## src/rtl/iob_nativebridge_arbiter_pkg.sv

```systemverilog
// Shared types and constants for the native-bridge round-robin arbiter.
// Contents: FSM state encoding, default timeout read data, and the grant-index width helper.
package iob_nativebridge_arbiter_pkg;

  // Arbiter FSM states
  typedef enum logic {
    ST_IDLE = 1'b0,
    ST_BUSY = 1'b1
  } arb_state_e;

  // Read data returned to a master whose transaction timed out
  localparam logic [31:0] ERR_RDATA_DEF = 32'hDEADBEEF;

  // Width of a master index (at least one bit)
  function automatic int unsigned grant_w(input int unsigned n);
    return (n <= 2) ? 1 : $clog2(n);
  endfunction

endpackage

```

## src/rtl/iob_nativebridge_arbiter_rr_pick.sv

```systemverilog
// Combinational round-robin priority encoder.
// Returns the first asserted request at or after i_ptr, searching cyclically.
// Ports:
//   i_req     [N_MASTERS-1:0]  request vector
//   i_ptr     [GRANT_W-1:0]    highest-priority index (always < N_MASTERS)
//   o_grant   [GRANT_W-1:0]    selected index (0 when no request)
//   o_any_req                  at least one request asserted
module iob_nativebridge_arbiter_rr_pick #(
  parameter int unsigned N_MASTERS = 2,
  parameter int unsigned GRANT_W   = 1
) (
  input  logic [N_MASTERS-1:0] i_req,
  input  logic [GRANT_W-1:0]   i_ptr,
  output logic [GRANT_W-1:0]   o_grant,
  output logic                 o_any_req
);

  assign o_any_req = |i_req;

  // Walk offsets from farthest to nearest so the nearest requester wins
  always_comb begin
    o_grant = '0;
    for (int unsigned k = N_MASTERS; k > 0; k--) begin
      if (i_req[(32'(i_ptr) + k - 1) % N_MASTERS]) begin
        o_grant = GRANT_W'((32'(i_ptr) + k - 1) % N_MASTERS);
      end
    end
  end

endmodule

```

## src/rtl/iob_nativebridge_arbiter.sv

```systemverilog
// Round-robin arbiter sharing one native-bridge port among N_MASTERS requesters.
// A granted request is latched into the *_ext registers and held until ready_ext;
// the completion (m_ready, m_rdata) is returned combinationally to the granted master only.
// Optional feature macro: IOB_NATIVEBRIDGE_ARBITER_TIMEOUT_EN
//   adds a BUSY watchdog that completes the transaction with ERR_RDATA and raises the
//   sticky timeout_err output.
// Ports:
//   clk, rst_n                     clock, async active-low reset
//   m_valid/m_address/m_wdata/m_wstrb  packed per-master requests (master i at slice i)
//   m_rdata, m_ready               shared read data, one-hot completion pulse
//   valid_ext/address_ext/wdata_ext/wstrb_ext  latched request towards the bridge
//   rdata_ext, ready_ext           bridge response
//   timeout_err                    sticky timeout flag (timeout build only)
module iob_nativebridge_arbiter
  import iob_nativebridge_arbiter_pkg::*;
#(
  parameter int unsigned      N_MASTERS = 2,
  parameter int unsigned      DATA_W    = 32,
  parameter int unsigned      ADDR_W    = 16,
  parameter int unsigned      TIMEOUT_W = 8,
  parameter logic [DATA_W-1:0] ERR_RDATA = DATA_W'(ERR_RDATA_DEF)
) (
  input  logic                          clk,
  input  logic                          rst_n,
  input  logic [N_MASTERS-1:0]          m_valid,
  input  logic [N_MASTERS*ADDR_W-1:0]   m_address,
  input  logic [N_MASTERS*DATA_W-1:0]   m_wdata,
  input  logic [N_MASTERS*DATA_W/8-1:0] m_wstrb,
  output logic [DATA_W-1:0]             m_rdata,
  output logic [N_MASTERS-1:0]          m_ready,
  output logic                          valid_ext,
  output logic [ADDR_W-1:0]             address_ext,
  output logic [DATA_W-1:0]             wdata_ext,
  output logic [DATA_W/8-1:0]           wstrb_ext,
  input  logic [DATA_W-1:0]             rdata_ext,
  input  logic                          ready_ext
`ifdef IOB_NATIVEBRIDGE_ARBITER_TIMEOUT_EN
  ,
  output logic                          timeout_err
`endif
);

  localparam int unsigned GRANT_W = grant_w(N_MASTERS);
  localparam int unsigned STRB_W  = DATA_W / 8;

  arb_state_e           r_state;
  arb_state_e           w_state_nxt;
  logic [GRANT_W-1:0]   r_grant;
  logic [GRANT_W-1:0]   r_rr_ptr;
  logic                 r_valid_ext;
  logic [ADDR_W-1:0]    r_address_ext;
  logic [DATA_W-1:0]    r_wdata_ext;
  logic [STRB_W-1:0]    r_wstrb_ext;

  logic [GRANT_W-1:0]   w_pick;
  logic                 w_any_req;
  logic [ADDR_W-1:0]    w_sel_address;
  logic [DATA_W-1:0]    w_sel_wdata;
  logic [STRB_W-1:0]    w_sel_wstrb;
  logic                 w_start;
  logic                 w_done;
  logic                 w_timeout;
  logic                 w_complete;
  logic [TIMEOUT_W-1:0] w_tmo_cnt;

  // Round-robin selection among current requesters
  iob_nativebridge_arbiter_rr_pick #(
    .N_MASTERS (N_MASTERS),
    .GRANT_W   (GRANT_W)
  ) u_rr_pick (
    .i_req     (m_valid),
    .i_ptr     (r_rr_ptr),
    .o_grant   (w_pick),
    .o_any_req (w_any_req)
  );

  // Request payload mux for the picked master
  always_comb begin
    w_sel_address = '0;
    w_sel_wdata   = '0;
    w_sel_wstrb   = '0;
    for (int unsigned i = 0; i < N_MASTERS; i++) begin
      if (w_pick == GRANT_W'(i)) begin
        w_sel_address = m_address[i*ADDR_W +: ADDR_W];
        w_sel_wdata   = m_wdata[i*DATA_W +: DATA_W];
        w_sel_wstrb   = m_wstrb[i*STRB_W +: STRB_W];
      end
    end
  end

  assign w_start    = (r_state == ST_IDLE) && w_any_req;
  assign w_done     = (r_state == ST_BUSY) && ready_ext;
  // A real completion in the same cycle takes precedence over the watchdog
  assign w_timeout  = (r_state == ST_BUSY) && !ready_ext && (w_tmo_cnt == '1);
  assign w_complete = w_done || w_timeout;

`ifdef IOB_NATIVEBRIDGE_ARBITER_TIMEOUT_EN
  logic [TIMEOUT_W-1:0] r_tmo_cnt;
  logic                 r_timeout_err;

  // BUSY watchdog: counts cycles without completion, cleared outside BUSY
  always_ff @(posedge clk or negedge rst_n) begin
    if (!rst_n) begin
      r_tmo_cnt     <= '0;
      r_timeout_err <= 1'b0;
    end else begin
      if ((r_state == ST_BUSY) && !w_complete) begin
        r_tmo_cnt <= r_tmo_cnt + TIMEOUT_W'(1);
      end else begin
        r_tmo_cnt <= '0;
      end
      if (w_timeout) begin
        r_timeout_err <= 1'b1;
      end
    end
  end

  assign w_tmo_cnt   = r_tmo_cnt;
  assign timeout_err = r_timeout_err;
`else
  // No watchdog: counter tied off so the timeout compare folds to constant 0
  assign w_tmo_cnt = '0;
`endif

  // State register
  always_ff @(posedge clk or negedge rst_n) begin
    if (!rst_n) begin
      r_state <= ST_IDLE;
    end else begin
      r_state <= w_state_nxt;
    end
  end

  // Next-state logic
  always_comb begin
    w_state_nxt = r_state;
    case (r_state)
      ST_IDLE: if (w_start)    w_state_nxt = ST_BUSY;
      ST_BUSY: if (w_complete) w_state_nxt = ST_IDLE;
      default:                 w_state_nxt = ST_IDLE;
    endcase
  end

  // Completion outputs, combinational from the bridge response
  always_comb begin
    m_ready = '0;
    m_rdata = '0;
    if (w_done) begin
      m_ready[r_grant] = 1'b1;
      m_rdata          = rdata_ext;
    end else if (w_timeout) begin
      m_ready[r_grant] = 1'b1;
      m_rdata          = ERR_RDATA;
    end
  end

  // Grant, round-robin pointer and latched bridge request
  always_ff @(posedge clk or negedge rst_n) begin
    if (!rst_n) begin
      r_grant       <= '0;
      r_rr_ptr      <= '0;
      r_valid_ext   <= 1'b0;
      r_address_ext <= '0;
      r_wdata_ext   <= '0;
      r_wstrb_ext   <= '0;
    end else if (w_start) begin
      r_grant       <= w_pick;
      r_valid_ext   <= 1'b1;
      r_address_ext <= w_sel_address;
      r_wdata_ext   <= w_sel_wdata;
      r_wstrb_ext   <= w_sel_wstrb;
    end else if (w_complete) begin
      r_valid_ext <= 1'b0;
      // Lowest priority goes to the master just served
      r_rr_ptr    <= (32'(r_grant) == N_MASTERS - 1) ? '0 : r_grant + GRANT_W'(1);
    end
  end

  assign valid_ext   = r_valid_ext;
  assign address_ext = r_address_ext;
  assign wdata_ext   = r_wdata_ext;
  assign wstrb_ext   = r_wstrb_ext;

endmodule

```

## config.mk

```make
export PLATFORM = sky130hd
export DESIGN_NAME = iob_nativebridge_arbiter
export DESIGN_NICKNAME = d
export VERILOG_FILES = /design/src/rtl/iob_nativebridge_arbiter_pkg.sv /design/src/rtl/iob_nativebridge_arbiter_rr_pick.sv /design/src/rtl/iob_nativebridge_arbiter.sv
export SDC_FILE = /design/constraint.sdc
export NUM_CORES = 1
export LEC_CHECK = 0
export ABC_AREA = 1
export BUFFER_PORTS_ARGS = -buffer_cell sky130_fd_sc_hd__buf_4
export CAP_MARGIN = 20
export CORE_ASPECT_RATIO = 1.25
export CORE_MARGIN = 1
export CORE_UTILIZATION = 25
export DETAILED_ROUTE_END_ITERATION = 16
export PLACE_DENSITY = 0.56
export SLEW_MARGIN = 20
export SYNTH_ARGS = -nofsm -noshare
export SYNTH_HDL_FRONTEND = slang
export SYNTH_HIERARCHICAL = 1
export SYNTH_SLANG_ARGS = --single-unit
```

## constraint.sdc

```tcl
create_clock -name clk -period 1.45 [get_ports clk]
set_clock_uncertainty 0.2 [all_clocks]
set_input_delay 0 -clock clk [delete_from_list [all_inputs] [get_ports clk]]
set_output_delay 0 -clock clk [all_outputs]
set_load 0.02 [all_outputs]
```

==> flow_summary_export.csv <==
group,metric,value,unit
timing,setup-violations-final,0,
power,p_comb_share,53.1,%
floorplan,ios,228,
synthesis,ys_warn_count,6,
final_layout,stdcell_count,974,
power,switching_power,3.25,mW
timing,drv_slew,0,
synthesis,synth.most_common_cell,"nand2_1",
floorplan,die_w,102,µm
synthesis,synthesis.area,3100,µm²
power,power_leakage,3.69,nW
worst_setup_path,critPathRequiredTime,1430,ps
timing,max_freq,0.703,GHz
timing,rsz0062_at_grt,"true",
worst_setup_path,critPathMostFrequentCell,"nand2_1",
synthesis,synth-edff-count,0,
detailed_routing,route.detailed.drc,0,
placement,dp_cells,857,
power,total_power,8.13,mW
synthesis,synth.top_cell.area_share,45.3,%
timing,maxSlewHeadroom,73.0,%
detailed_routing,num_vias,4110,
final_layout,final_layout_size_suffix_gt1_share,32.6,%
worst_setup_path,worstPathArrival,1400,ps
floorplan,rows,45,
floorplan,initial_core_util,25.6,%
worst_setup_path,critPathBufInv,3,
cts,htreeDepth,2,
detailed_routing,wl,12400,µm
run_status,outcome,"finished with violations",
global_route,grt_pass1_wl,18300,µm
detailed_routing,avgRoutedWirePerCell,12.7,µm
worst_setup_path,critPathTopFamily,"flip-flops",
synthesis,synth.area.top_cells,"dfrtp_1 45%, nand2_1 38%, nor2_1 4.6%",
final_layout,area_growth,106,%
placement,portBuffers,227,
worst_setup_path,critPathSlowestCell,"dfrtp_1",
final_layout,antenna_cells,0,
timing,final_hold_viol_count,27,
synthesis,synthCells,477,
cts,numCtsBuffers,5,
global_route,grt_max_degree,34,
worst_setup_path,crit_path_end_kind,"register",
timing,worst_pin_slew,406,ps
cts,clk_path_buf_depth,2,
worst_setup_path,worst-setup-path-type,"reg2reg",
floorplan,die_area,12800,µm²
power,seqPwrFrac,31.5,%
synthesis,synth_fp_nets,618,
worst_setup_path,worstPathMaxFanout,16,
detailed_routing,routed_via_density,4.22,
synthesis,yosysUniqueCellTypes,16,
cts,clkSlewWorstSetupHoldPaths,70,ps
power,power_frac_clock,15.3,%
worst_setup_path,max_stage_delay,360,ps
timing,hold_slack,-27.2,ps
floorplan,core,12100,µm²
power,power_density,1280,nW/µm²
detailed_routing,drt-initial-drc-count,132,
worst_setup_path,worstPathCellList,"inv_2 > a21oi_4 > inv_4 > clkbuf_16 > nand2_1 > nand2_1 > nand2_1 > nand2_1",
final_layout,final-seq-area,1400,µm²
cts,cts.sinks,56,
run_status,violations,"negative hold slack",
synthesis,synth_top_cell_by_area,"dfrtp_1",
timing,fin_crit_sh,98.1,%
timing,min_period,1420,ps
cts,clock-root-buffer,"clkbuf_16",
synthesis,synthArstFlopShare,100,%
global_route,grt_pass1_vias,4121,
synthesis,synth.avg_cell_area,6.49,µm²
synthesis,ys_seq_area_share,45.3,%
global_route,antenna_found_initial,0,
synthesis,ys_top_cells_by_count,"313 x nand2_1, 56 x dfrtp_1, 38 x nor2_1",
power,p_sw_share,40.0,%
final_layout,fill_cells,1102,
final_layout,multi_input_area,1400,µm²
cts,cts_tree,"built",
power,p_int,4.88,mW
global_route,grt_usage,18.2,%
placement,place_congestion,0.753,
worst_setup_path,startpoint_type,"register",
hold_path,min-delay-path-class,"in2async",
synthesis,synth_seq_cells,56,
placement,dp_hpwl,7820,µm
detailed_routing,postRouteAntennaNets,0,
synthesis,synth-main-ff-cell,"dfrtp_1",
final_layout,finalNetCount,951,
cts,insertion_delay,290,ps
global_route,grt_overflow,0,
floorplan,die_y,126,µm
detailed_routing,first_pass_iters,4,
power,peakVddDrop,723,µV
flow_run,maxCapViolations,0,
-- routing by layer --
metal | share of wire [%] | global-route usage, %
met3 | 6.7 | 3.80
met5 | 0 | 0
met4 | 3.7 | 9.63
met2 | 55 | 35.9
met1 | 35 | 17.0
-- layout by cell type, fill, tap and decap left out --
cell type	Yosys	routed
nor2_4	1	1
inv_1	36	35
a21oi_4	0	1
nand2_1	313	313
inv_4	1	1
clkbuf_8	0	2
clkbuf_16	0	7
nor2_2	0	5
dlygate4sd3_1	0	106
nor2_1	38	33
buf_4	9	230
dfrtp_1	56	56
buf_6	5	2
nand2_4	1	2
buf_12	0	10
or2_1	1	1
o21ai_0	2	2
inv_2	2	3
-- power groups by stage --
stage          clock network, mW  registers, mW  logic (mW)
3_5_place_dp                   0           2.58        3.96
3_3_place_gp                   0           2.56        3.94
2_1_floorplan                  0           3.27        1.37
5_1_grt                     1.36           2.64        4.66
4_1_cts                     1.29           2.56        4.21
6_report                    1.25           2.56        4.32
-- path summary, 6_finish.rpt --
kind	from	to	slack [ps]	cells after the start
min in group clk	m_valid[0]	address_ext[4]$_DFFE_PN0P_	80	7
max reg2reg	r_rr_ptr$_DFFE_PN0P_	wdata_ext[0]$_DFFE_PN0P_	30	8
max in group asynchronous	rst_n	address_ext[8]$_DFFE_PN0P_	590	3
min reg2reg	wdata_ext[30]$_DFFE_PN0P_	wdata_ext[30]$_DFFE_PN0P_	280	2
min	rst_n	wdata_ext[24]$_DFFE_PN0P_	-30	2
max	r_rr_ptr$_DFFE_PN0P_	wdata_ext[0]$_DFFE_PN0P_	30	8
-- cells by family (layout without fill, tap and decap cells) --
family | count (synthesis) | count (layout) | synth area share [%]
AND/OR/NAND/NOR | 355 | 355 | 43.7
buffers and inverters | 63 | 396 | 10.6
flip-flops | 56 | 56 | 45.3
AO/OA/AOI/OAI | 3 | 3 | 0.485
-- area by class of cell --
class	count	share of cell area (%)
clock buffer	7	2.40
inverter	39	2.34
tap	164	3.22
sequential	56	22.0
timing repair buffer	350	48.1
multi-input combinational	358	21.9
-- registers in the layout, indices dropped and copies added (netlist names) --
signal and count:
r_rr_ptr 1, address_ext 16, wdata_ext 32, valid_ext 1
r_state 1, r_grant 1, wstrb_ext 4
-- worst register-to-register path, stage by stage, from the launching register on --
cell       delay [ps]
dfrtp_1           360
inv_2              50
a21oi_4           180
inv_4             100
clkbuf_16         190
nand2_1            70
nand2_1            50
nand2_1            60
nand2_1            50
-- through the flow --
step                TNS, ps  area, µm²  util [%]  setup WS [ps]
floorplan                 0       3100         -            150
global placement          0       5050      41.7            106
detailed placement        0       5050      41.7           73.1
CTS                       0       6280      51.8           6.35
global route           -826       6360      52.6          -50.5
finish                    0       6360      52.6           27.6
-- repair_timing --
item                                    in CTS  in global routing
gates resized for setup                      2                 10
pin swaps                                    0                  1
gates cloned                                 0                  2
endpoints found under the setup margin      33                 73
setup buffers                                1                  1
hold endpoints to repair                   111                  3
hold buffers                               106                  1
Power figures use the tool's default switching activity.
